[src/rtl/mem_port_arbiter_pkg.sv]
// Shared types and default sizing for the instruction/data memory port arbiter.
package cpu_defs;

    typedef enum logic {SRC_INST = 1'b0, SRC_DATA = 1'b1} mem_src_t;

    localparam int DEFAULT_OUTSTANDING  = 4;
    localparam int DEFAULT_STARVE_LIMIT = 8;

endpackage

[src/rtl/mem_port_arbiter_resp_order_fifo.sv]
// In-order record of which requester issued each outstanding downstream transaction.
module resp_order_fifo
    import cpu_defs::*;
#(
    parameter int DEPTH = DEFAULT_OUTSTANDING,
    parameter int PW    = $clog2(DEPTH)
) (
    input  logic          clk,
    input  logic          resetn,
    input  logic          push,
    input  mem_src_t      push_src,
    input  logic          pop,
    output mem_src_t      head_src,
    output logic [PW:0]   count,
    output logic          full,
    output logic          empty
);

    mem_src_t        entries [DEPTH];
    logic [PW-1:0]   wr_ptr;
    logic [PW-1:0]   rd_ptr;
    logic            do_push;
    logic            do_pop;

    assign full     = (count == (PW+1)'(DEPTH));
    assign empty    = (count == '0);
    assign do_push  = push && !full;
    assign do_pop   = pop && !empty;
    assign head_src = entries[rd_ptr];

    // Pointers are exactly log2(DEPTH) bits, so they wrap on their own.
    always_ff @(posedge clk or negedge resetn) begin
        if (!resetn) begin
            wr_ptr <= '0;
            rd_ptr <= '0;
            count  <= '0;
            for (int i = 0; i < DEPTH; i++) begin
                entries[i] <= SRC_DATA;
            end
        end else begin
            if (do_push) begin
                entries[wr_ptr] <= push_src;
                wr_ptr          <= wr_ptr + 1'b1;
            end
            if (do_pop) begin
                rd_ptr <= rd_ptr + 1'b1;
            end
            case ({do_push, do_pop})
                2'b10:   count <= count + 1'b1;
                2'b01:   count <= count - 1'b1;
                default: count <= count;
            endcase
        end
    end

endmodule

[src/rtl/mem_port_arbiter.sv]
// Merges the ICache refill port and the data port onto one sram-like master,
// returning each response to the requester that issued it.
module mem_port_arbiter
    import cpu_defs::*;
#(
    parameter int OUTSTANDING  = DEFAULT_OUTSTANDING,
    parameter int STARVE_LIMIT = DEFAULT_STARVE_LIMIT
) (
    input  logic        clk,
    input  logic        resetn,
    input  logic        inst_req,
    input  logic [1:0]  inst_size,
    input  logic [31:0] inst_addr,
    output logic        inst_addr_ok,
    output logic        inst_data_ok,
    output logic [31:0] inst_rdata,
    input  logic        data_req,
    input  logic        data_wr,
    input  logic [1:0]  data_size,
    input  logic [3:0]  data_wstrb,
    input  logic [31:0] data_addr,
    input  logic [31:0] data_wdata,
    output logic        data_addr_ok,
    output logic        data_data_ok,
    output logic [31:0] data_rdata,
    output logic        m_req,
    output logic        m_wr,
    output logic [1:0]  m_size,
    output logic [3:0]  m_wstrb,
    output logic [31:0] m_addr,
    output logic [31:0] m_wdata,
    input  logic        m_addr_ok,
    input  logic        m_data_ok,
    input  logic [31:0] m_rdata
);

    localparam int PW = $clog2(OUTSTANDING);
    localparam int SW = $clog2(STARVE_LIMIT + 1);

    logic           lock_valid;
    mem_src_t       lock_owner;
    logic [SW-1:0]  streak;
    logic           starved;
    logic           grant_valid;
    mem_src_t       grant;
    logic           grant_req;
    logic           accept;
    logic           pop;
    mem_src_t       head_src;
    logic [PW:0]    fifo_count;
    logic           fifo_full;
    logic           fifo_empty;

    assign starved = inst_req && (streak == SW'(STARVE_LIMIT));

    // A locked owner keeps the grant so its address phase cannot change mid-handshake.
    always_comb begin
        grant_valid = 1'b0;
        grant       = SRC_DATA;
        if (lock_valid) begin
            grant_valid = 1'b1;
            grant       = lock_owner;
        end else if (data_req && !starved) begin
            grant_valid = 1'b1;
            grant       = SRC_DATA;
        end else if (inst_req) begin
            grant_valid = 1'b1;
            grant       = SRC_INST;
        end
    end

    assign grant_req    = grant_valid && ((grant == SRC_INST) ? inst_req : data_req);
    assign m_req        = resetn && grant_req && !fifo_full;
    assign accept       = m_req && m_addr_ok;
    assign inst_addr_ok = accept && (grant == SRC_INST);
    assign data_addr_ok = accept && (grant == SRC_DATA);

    always_comb begin
        m_wr    = 1'b0;
        m_size  = 2'b00;
        m_wstrb = 4'b0000;
        m_addr  = 32'h0;
        m_wdata = 32'h0;
        if (grant_valid && grant == SRC_DATA) begin
            m_wr    = data_wr;
            m_size  = data_size;
            m_wstrb = data_wstrb;
            m_addr  = data_addr;
            m_wdata = data_wdata;
        end else if (grant_valid) begin
            m_size  = inst_size;
            m_addr  = inst_addr;
        end
    end

    // Responses with nothing outstanding are dropped rather than misrouted.
    assign pop          = resetn && m_data_ok && !fifo_empty;
    assign inst_data_ok = pop && (head_src == SRC_INST);
    assign data_data_ok = pop && (head_src == SRC_DATA);
    assign inst_rdata   = m_rdata;
    assign data_rdata   = m_rdata;

    resp_order_fifo #(
        .DEPTH (OUTSTANDING)
    ) u_order (
        .clk      (clk),
        .resetn   (resetn),
        .push     (accept),
        .push_src (grant),
        .pop      (pop),
        .head_src (head_src),
        .count    (fifo_count),
        .full     (fifo_full),
        .empty    (fifo_empty)
    );

    always_ff @(posedge clk or negedge resetn) begin
        if (!resetn) begin
            lock_valid <= 1'b0;
            lock_owner <= SRC_DATA;
        end else if (accept) begin
            lock_valid <= 1'b0;
        end else if (m_req) begin
            lock_valid <= 1'b1;
            lock_owner <= grant;
        end
    end

    // Counts data wins while inst waits; saturates so inst is forced through.
    always_ff @(posedge clk or negedge resetn) begin
        if (!resetn) begin
            streak <= '0;
        end else if (!inst_req) begin
            streak <= '0;
        end else if (inst_addr_ok) begin
            streak <= '0;
        end else if (data_addr_ok && (streak != SW'(STARVE_LIMIT))) begin
            streak <= streak + 1'b1;
        end
    end

    stray_response_check : assert property (
        @(posedge clk) disable iff (!resetn) !(m_data_ok && fifo_empty)
    ) else $warning("mem_port_arbiter: m_data_ok ignored, no transaction outstanding");

endmodule

[config.mk]
export PLATFORM = sky130hd
export DESIGN_NAME = mem_port_arbiter
export DESIGN_NICKNAME = d
export VERILOG_FILES = /design/src/rtl/mem_port_arbiter_pkg.sv /design/src/rtl/mem_port_arbiter_resp_order_fifo.sv /design/src/rtl/mem_port_arbiter.sv
export SDC_FILE = /design/constraint.sdc
export NUM_CORES = 1
export LEC_CHECK = 0
export ABC_AREA = 1
export BUFFER_PORTS_ARGS = -buffer_cell sky130_fd_sc_hd__buf_4
export CAP_MARGIN = 20
export CORE_AREA = 4 4 108 110
export DETAILED_ROUTE_END_ITERATION = 8
export DIE_AREA = 0 0 112 114
export PLACE_DENSITY = 0.67
export SETUP_SLACK_MARGIN = 0.2
export SLEW_MARGIN = 10
export SYNTH_ARGS = -nofsm -noshare
export SYNTH_HDL_FRONTEND = slang
export SYNTH_HIERARCHICAL = 1
export SYNTH_SLANG_ARGS = --single-unit
[constraint.sdc]
create_clock -name clk -period 2.2 [get_ports clk]
set_input_delay 0.66 -clock clk [delete_from_list [all_inputs] [get_ports clk]]
set_output_delay 0.66 -clock clk [all_outputs]
set_load 0.02 [all_outputs]
# Yosys cells after proc, flatten, opt, wreduce, memory -nomap -nowiden
# Cells that the tools add are included.
# W data, S select, Z words.
# word_totals
reg_bits	17
inputBits	143
elab_cells	79
output_inout_bits	140
# op_classes
n_lt_le_gt_ge	3
n_bitwise	5
reduce_logical	24
add_sub_neg	5
n_eq_ne	6
n_mux	26
# ops
cell	n
$mux W32	3
$logic_and A1 B1 Y1	17
$mux W4	4
$mux W1	13
$ge A3 B3 Y1 const B	2
$not A2 Y3	2
$pmux W3 S2	1
$add A2 B1 Y2 const B	2
$add A4 B1 Y4 const B	1
$bwmux W4	1
$eq A4 B4 Y1 const B	1
$mux W2	2
$ne A4 B4 Y1 const B	1
$reduce_bool A2 Y1	2
$add A3 B1 Y3 const B	1
$eq A3 B3 Y1 const B	1
$logic_not A1 Y1	3
$logic_not A3 Y1	1
$lt A3 B1 Y1 const B	1
$ne A3 B1 Y1 const B	1
$not A1 Y1	3
$sub A3 B1 Y3 const B	1
$bmux W1 S2	1
$demux W1 S2	1
other kinds (3)	3

# Longest topological paths before layout
# depth
depth_word	16
ltp_mapped	18
depth_no_buf	17

# Modules after synthesis
# Netlist, hierarchy kept.
# by_module_without_submodules
module	seq_area_each_um2	instances	area_each_um2	cells_per_inst
mem_port_arbiter	151.4	1	1749.2	317
resp_order_fifo	280.3	1	673.1	83

# Least setup slack after synthesis
# No wires, ideal clock.
# synth_timing
path_type	register to output
start	register streak[0]
end	output port m_addr[29]
t_required_ns	1.540
path_slack_ns	-0.141
n_path_buf	1
t_arrival_ns	1.681
path_stages_with_launch	9
path_cell_list	dfrtp_1 > inv_1 > ha_1 > nand3_1 > nand2_1 > a21oi_4 > o31ai_2 > buf_2 > o21ai_1
# synth_via
elab_chain_cells	8
elab_cells_between_ends	11
classes_between	eq/ne (1); mux (6); reduce/logical (4)
# synth_rtl
item	line	text
from (decl)	mem_port_arbiter.sv:42	logic [SW-1:0] streak;
from (signal assigned)	mem_port_arbiter.sv:138	streak <= streak + 1'b1;
$eq A4 B4 Y1	mem_port_arbiter.sv:54	assign starved = inst_req && (streak == SW'(STARVE_LIMIT));
$logic_and A1 B1 Y1	mem_port_arbiter.sv:54	
$logic_not A1 Y1	mem_port_arbiter.sv:63	end else if (data_req && !starved) begin
$logic_and A1 B1 Y1	mem_port_arbiter.sv:63	
$mux W1	mem_port_arbiter.sv:63	
$mux W1	mem_port_arbiter.sv:60	if (lock_valid) begin
net grant	mem_port_arbiter.sv:45	mem_src_t grant;
$logic_and A1 B1 Y1	mem_port_arbiter.sv:84	if (grant_valid && grant == SRC_DATA) begin
$mux W32	mem_port_arbiter.sv:84	
to (decl)	mem_port_arbiter.sv:30	output logic [31:0] m_addr,
# The timed path passes the listed nets, and every way through them passes these cells.

# Final worst setup path
# layout_timing
start	register streak[0]
end	output port m_addr[28]
# Same word-level chain as after synthesis.

==> impl_metrics.json <==
{
  "r2r_start": "lock_owner",
  "crit_path_top_delay_cell": "dfrtp_1",
  "die_h_um": 114,
  "ys_warn_count": 6,
  "p_int_uw": 3332,
  "grt_usage_pct": 15.40,
  "drt_iter0_drc": 87,
  "io_buffers": 186,
  "fin_nets": 722,
  "antennaDiodeCount": 0,
  "grt_pass1_vias": 3069,
  "cp-end-kind": "output port",
  "final_area_sq_mm": 0.004961,
  "wl_per_cell_um": 15.34,
  "slew_viol_final": 0,
  "grt_overflow": 0,
  "synth_mux_area_share_pct": 0,
  "cts_made_buffers": 3,
  "routed_wl_mm": 10.89,
  "fill_cells": 998,
  "timing.final.ws_setup_ns": -0.3377,
  "power_frac_seq_pct": 8.5,
  "worstSetupStartpointType": "flop",
  "worstSetupPathType": "flop to output port",
  "p_per_area_mw_per_mm2": 1333,
  "root_buffer": "clkbuf_8",
  "multi_input_area_sq_mm": 0.001724,
  "drtPass1Iterations": 4,
  "critPathTopFamily": "buffers and inverters",
  "core_sq_mm": 0.01070,
  "dp.final_hpwl_mm": 8.268,
  "placed_area_sq_mm": 0.004083,
  "power_leakage_uw": 0.002630,
  "clock_sinks": 17,
  "finalSetupViolCount": 72,
  "antenna_found_initial": 0,
  "die_w_um": 112,
  "final_cell_mix": "buf_4, inv_1, buf_6",
  "drt_drc_violations_left": 0,
  "worst-path-stages": 10,
  "syn_nets": 551,
  "fp-row-count": 38,
  "viasPerCell": 4.182,
  "worst-path-buf-inv": 4,
  "ys_seq_elements": 17,
  "cts_tree": "yes",
  "instances_no_fill": 710,
  "cts_buffer_depth": 2,
  "seq_area_frac_synth_pct": 17.82,
  "post-route-min-period_ns": 2.538,
  "grt_start_max_net_pins": 35,
  "vias": 2969,
  "critical_path_arrival_ns": 1.88,
  "worst_pin_slew_ns": 0.3684,
  "die_area_sq_mm": 0.01277,
  "cpPeakStageDelay_ns": 0.37,
  "worst_clock_skew_ns": 0.001500,
  "p_sw_share_pct": 49.60,
  "dp_cells": 676,
  "drive_gt1_share_pct": 64.39,
  "crit_path_cell_trace": "inv_2, ha_4, nand3_4, nand2_4, a21oi_4, o31ai_4, buf_12, buf_8, o21ai_4, buf_6",
  "synth_fa_ha_area_share_pct": 4.442,
  "layout_commonest_cell": "buf_4",
  "area_growth_pct": 104.8,
  "reg2reg_slack_ns": 0.07,
  "layout.area.seq_sq_um": 431.7,
  "status": "finished, violations left",
  "htreeDepth": 1,
  "fin_crit_sh_pct": 115.4,
  "violations": "setup timing",
  "synthSimpleGateAreaFrac_pct": 26.55,
  "hold_viol": 0,
  "grt_pass1_wl_mm": 16.16,
  "peakVddDrop_uv": 750.0,
  "min_path_type": "primary input to async pin",
  "reg2regPathDepth": 14,
  "switchingPower_uw": 3280,
  "netlist_instances": 400,
  "place_congestion": 0.9208,
  "max_clock_freq_ghz": 0.3941,
  "rsz0062_at_grt": "yes",
  "synth_compound_area_share_pct": 11.98,
  "avgSynthCellArea_sq_um": 6.056,
  "netlist_area_sq_mm": 0.002422,
  "clk_pin_slew_ns": 0.07,
  "power.clock.fraction_pct": 3.6,
  "synth.distinct_cells": 29,
  "ant_nets": 0,
  "insertion_delay_ns": 0.25,
  "synth_xor_area_share_pct": 1.085,
  "synth_top_family_by_area": "buffers and inverters",
  "relSlewSlack_pct": 75.44,
  "cap_violations": 0,
  "initial_utilization_pct": 22.64,
  "cp.required_ns": 1.54,
  "r2r-end": "u_order/count[2]",
  "io_pins": 283,
  "worstPathMaxFanout": 7,
  "combPwrFrac_pct": 87.9
}
sequential cells by signal, summed over array words and instances (netlist names):
name	cells
u_order/wr_ptr	2
lock_valid	1
u_order/rd_ptr	2
streak	4
u_order/count	3
u_order/entries	4
lock_owner	1
power groups by stage:
stage | registers [uW] | clock network, uW | logic (uW)
final | 561 | 240 | 5810
after global routing | 579 | 256 | 6190
after CTS | 553 | 246 | 5500
after detailed placement | 570 | 0 | 4430
after global placement | 562 | 0 | 4360
after floorplan | 552 | 0 | 2810
routing by layer:
metal  track usage (%)  share of wire (%)  vias to the layer above
met2             27.66                 50                      156
met5                 0                  0                        -
met3             4.244                8.6                       18
met4             2.965                1.6                        0
li1                  -                  -                     1452
met1             18.58                 39                     1343
layout make-up:
class                      instances  area share (%)
clock buffer                       4          0.9079
inverter                         100           7.768
multi-input combinational        207           34.75
sequential                        17           8.701
tap                              140           3.531
timing repair buffer             242           44.34
what timing repair did:
item                       CTS  global route
buffers inserted            20             8
hold buffers                 0             0
gates resized for setup    111            36
setup endpoints to repair   78            79
pin swaps                   14            12
gates cloned                 2             0
per-stage QoR:
stage,total power (uW),utilization (%),worst slack [ns],setup TNS (ns),hold WS [ns]
6_report,6611,46.37,-0.3377,-20.87,0.3637
5_1_grt,7022,46.37,-0.4224,-27.65,0.3772
4_1_cts,6297,44.44,-0.3404,-21.03,0.3643
3_5_place_dp,5001,38.16,-0.2970,-16.52,0.4537
3_3_place_gp,4920,38.16,-0.2398,-14.29,0.4484
2_1_floorplan,3360,-,-0.02615,-1.351,0.3644
synth_stat cells:
cell | count | area share (%)
ha_1 | 7 | 3.6
nor2_4 | 1 | 0.46
o21ai_2 | 11 | 4.0
inv_1 | 94 | 15
fa_1 | 1 | 0.83
a21oi_4 | 1 | 0.67
nor2_1 | 47 | 7.3
clkbuf_1 | 3 | 0.46
buf_6 | 1 | 0.46
nand2_2 | 2 | 0.52
inv_2 | 6 | 0.93
nand3_2 | 4 | 1.7
nand2_1 | 73 | 11
nand3_1 | 16 | 3.3
nor3_1 | 1 | 0.21
buf_2 | 6 | 1.2
xor2_1 | 2 | 0.72
o21ai_1 | 24 | 5.0
nand4_1 | 5 | 1.3
xnor2_1 | 1 | 0.36
o21ai_0 | 5 | 1.0
o21bai_1 | 1 | 0.31
a21oi_1 | 1 | 0.21
o211ai_1 | 1 | 0.31
buf_4 | 66 | 20
dfstp_2 | 5 | 5.4
o31ai_2 | 1 | 0.52
nor2_2 | 2 | 0.52
dfrtp_1 | 12 | 12
worst max-delay path by stage:
stage	start	end	slack [ns]
6_report	streak[0]	m_addr[28]	-0.34
5_1_grt	streak[0]	m_wstrb[2]	-0.42
4_1_cts	streak[0]	m_addr[15]	-0.34
3_5_place_dp	inst_req	m_addr[24]	-0.30
3_3_place_gp	inst_req	m_addr[24]	-0.24
2_1_floorplan	inst_req	m_addr[19]	-0.03
logic make-up after synthesis:
logic type                 after synthesis
and+or+nand+nor                        151
buffers and inverters                  176
AOI/OAI and AO/OA                       45
DFF                                     17
adders and majority gates                8
xor gates and xnor gates                 3
Power figures use the tool's default switching activity.
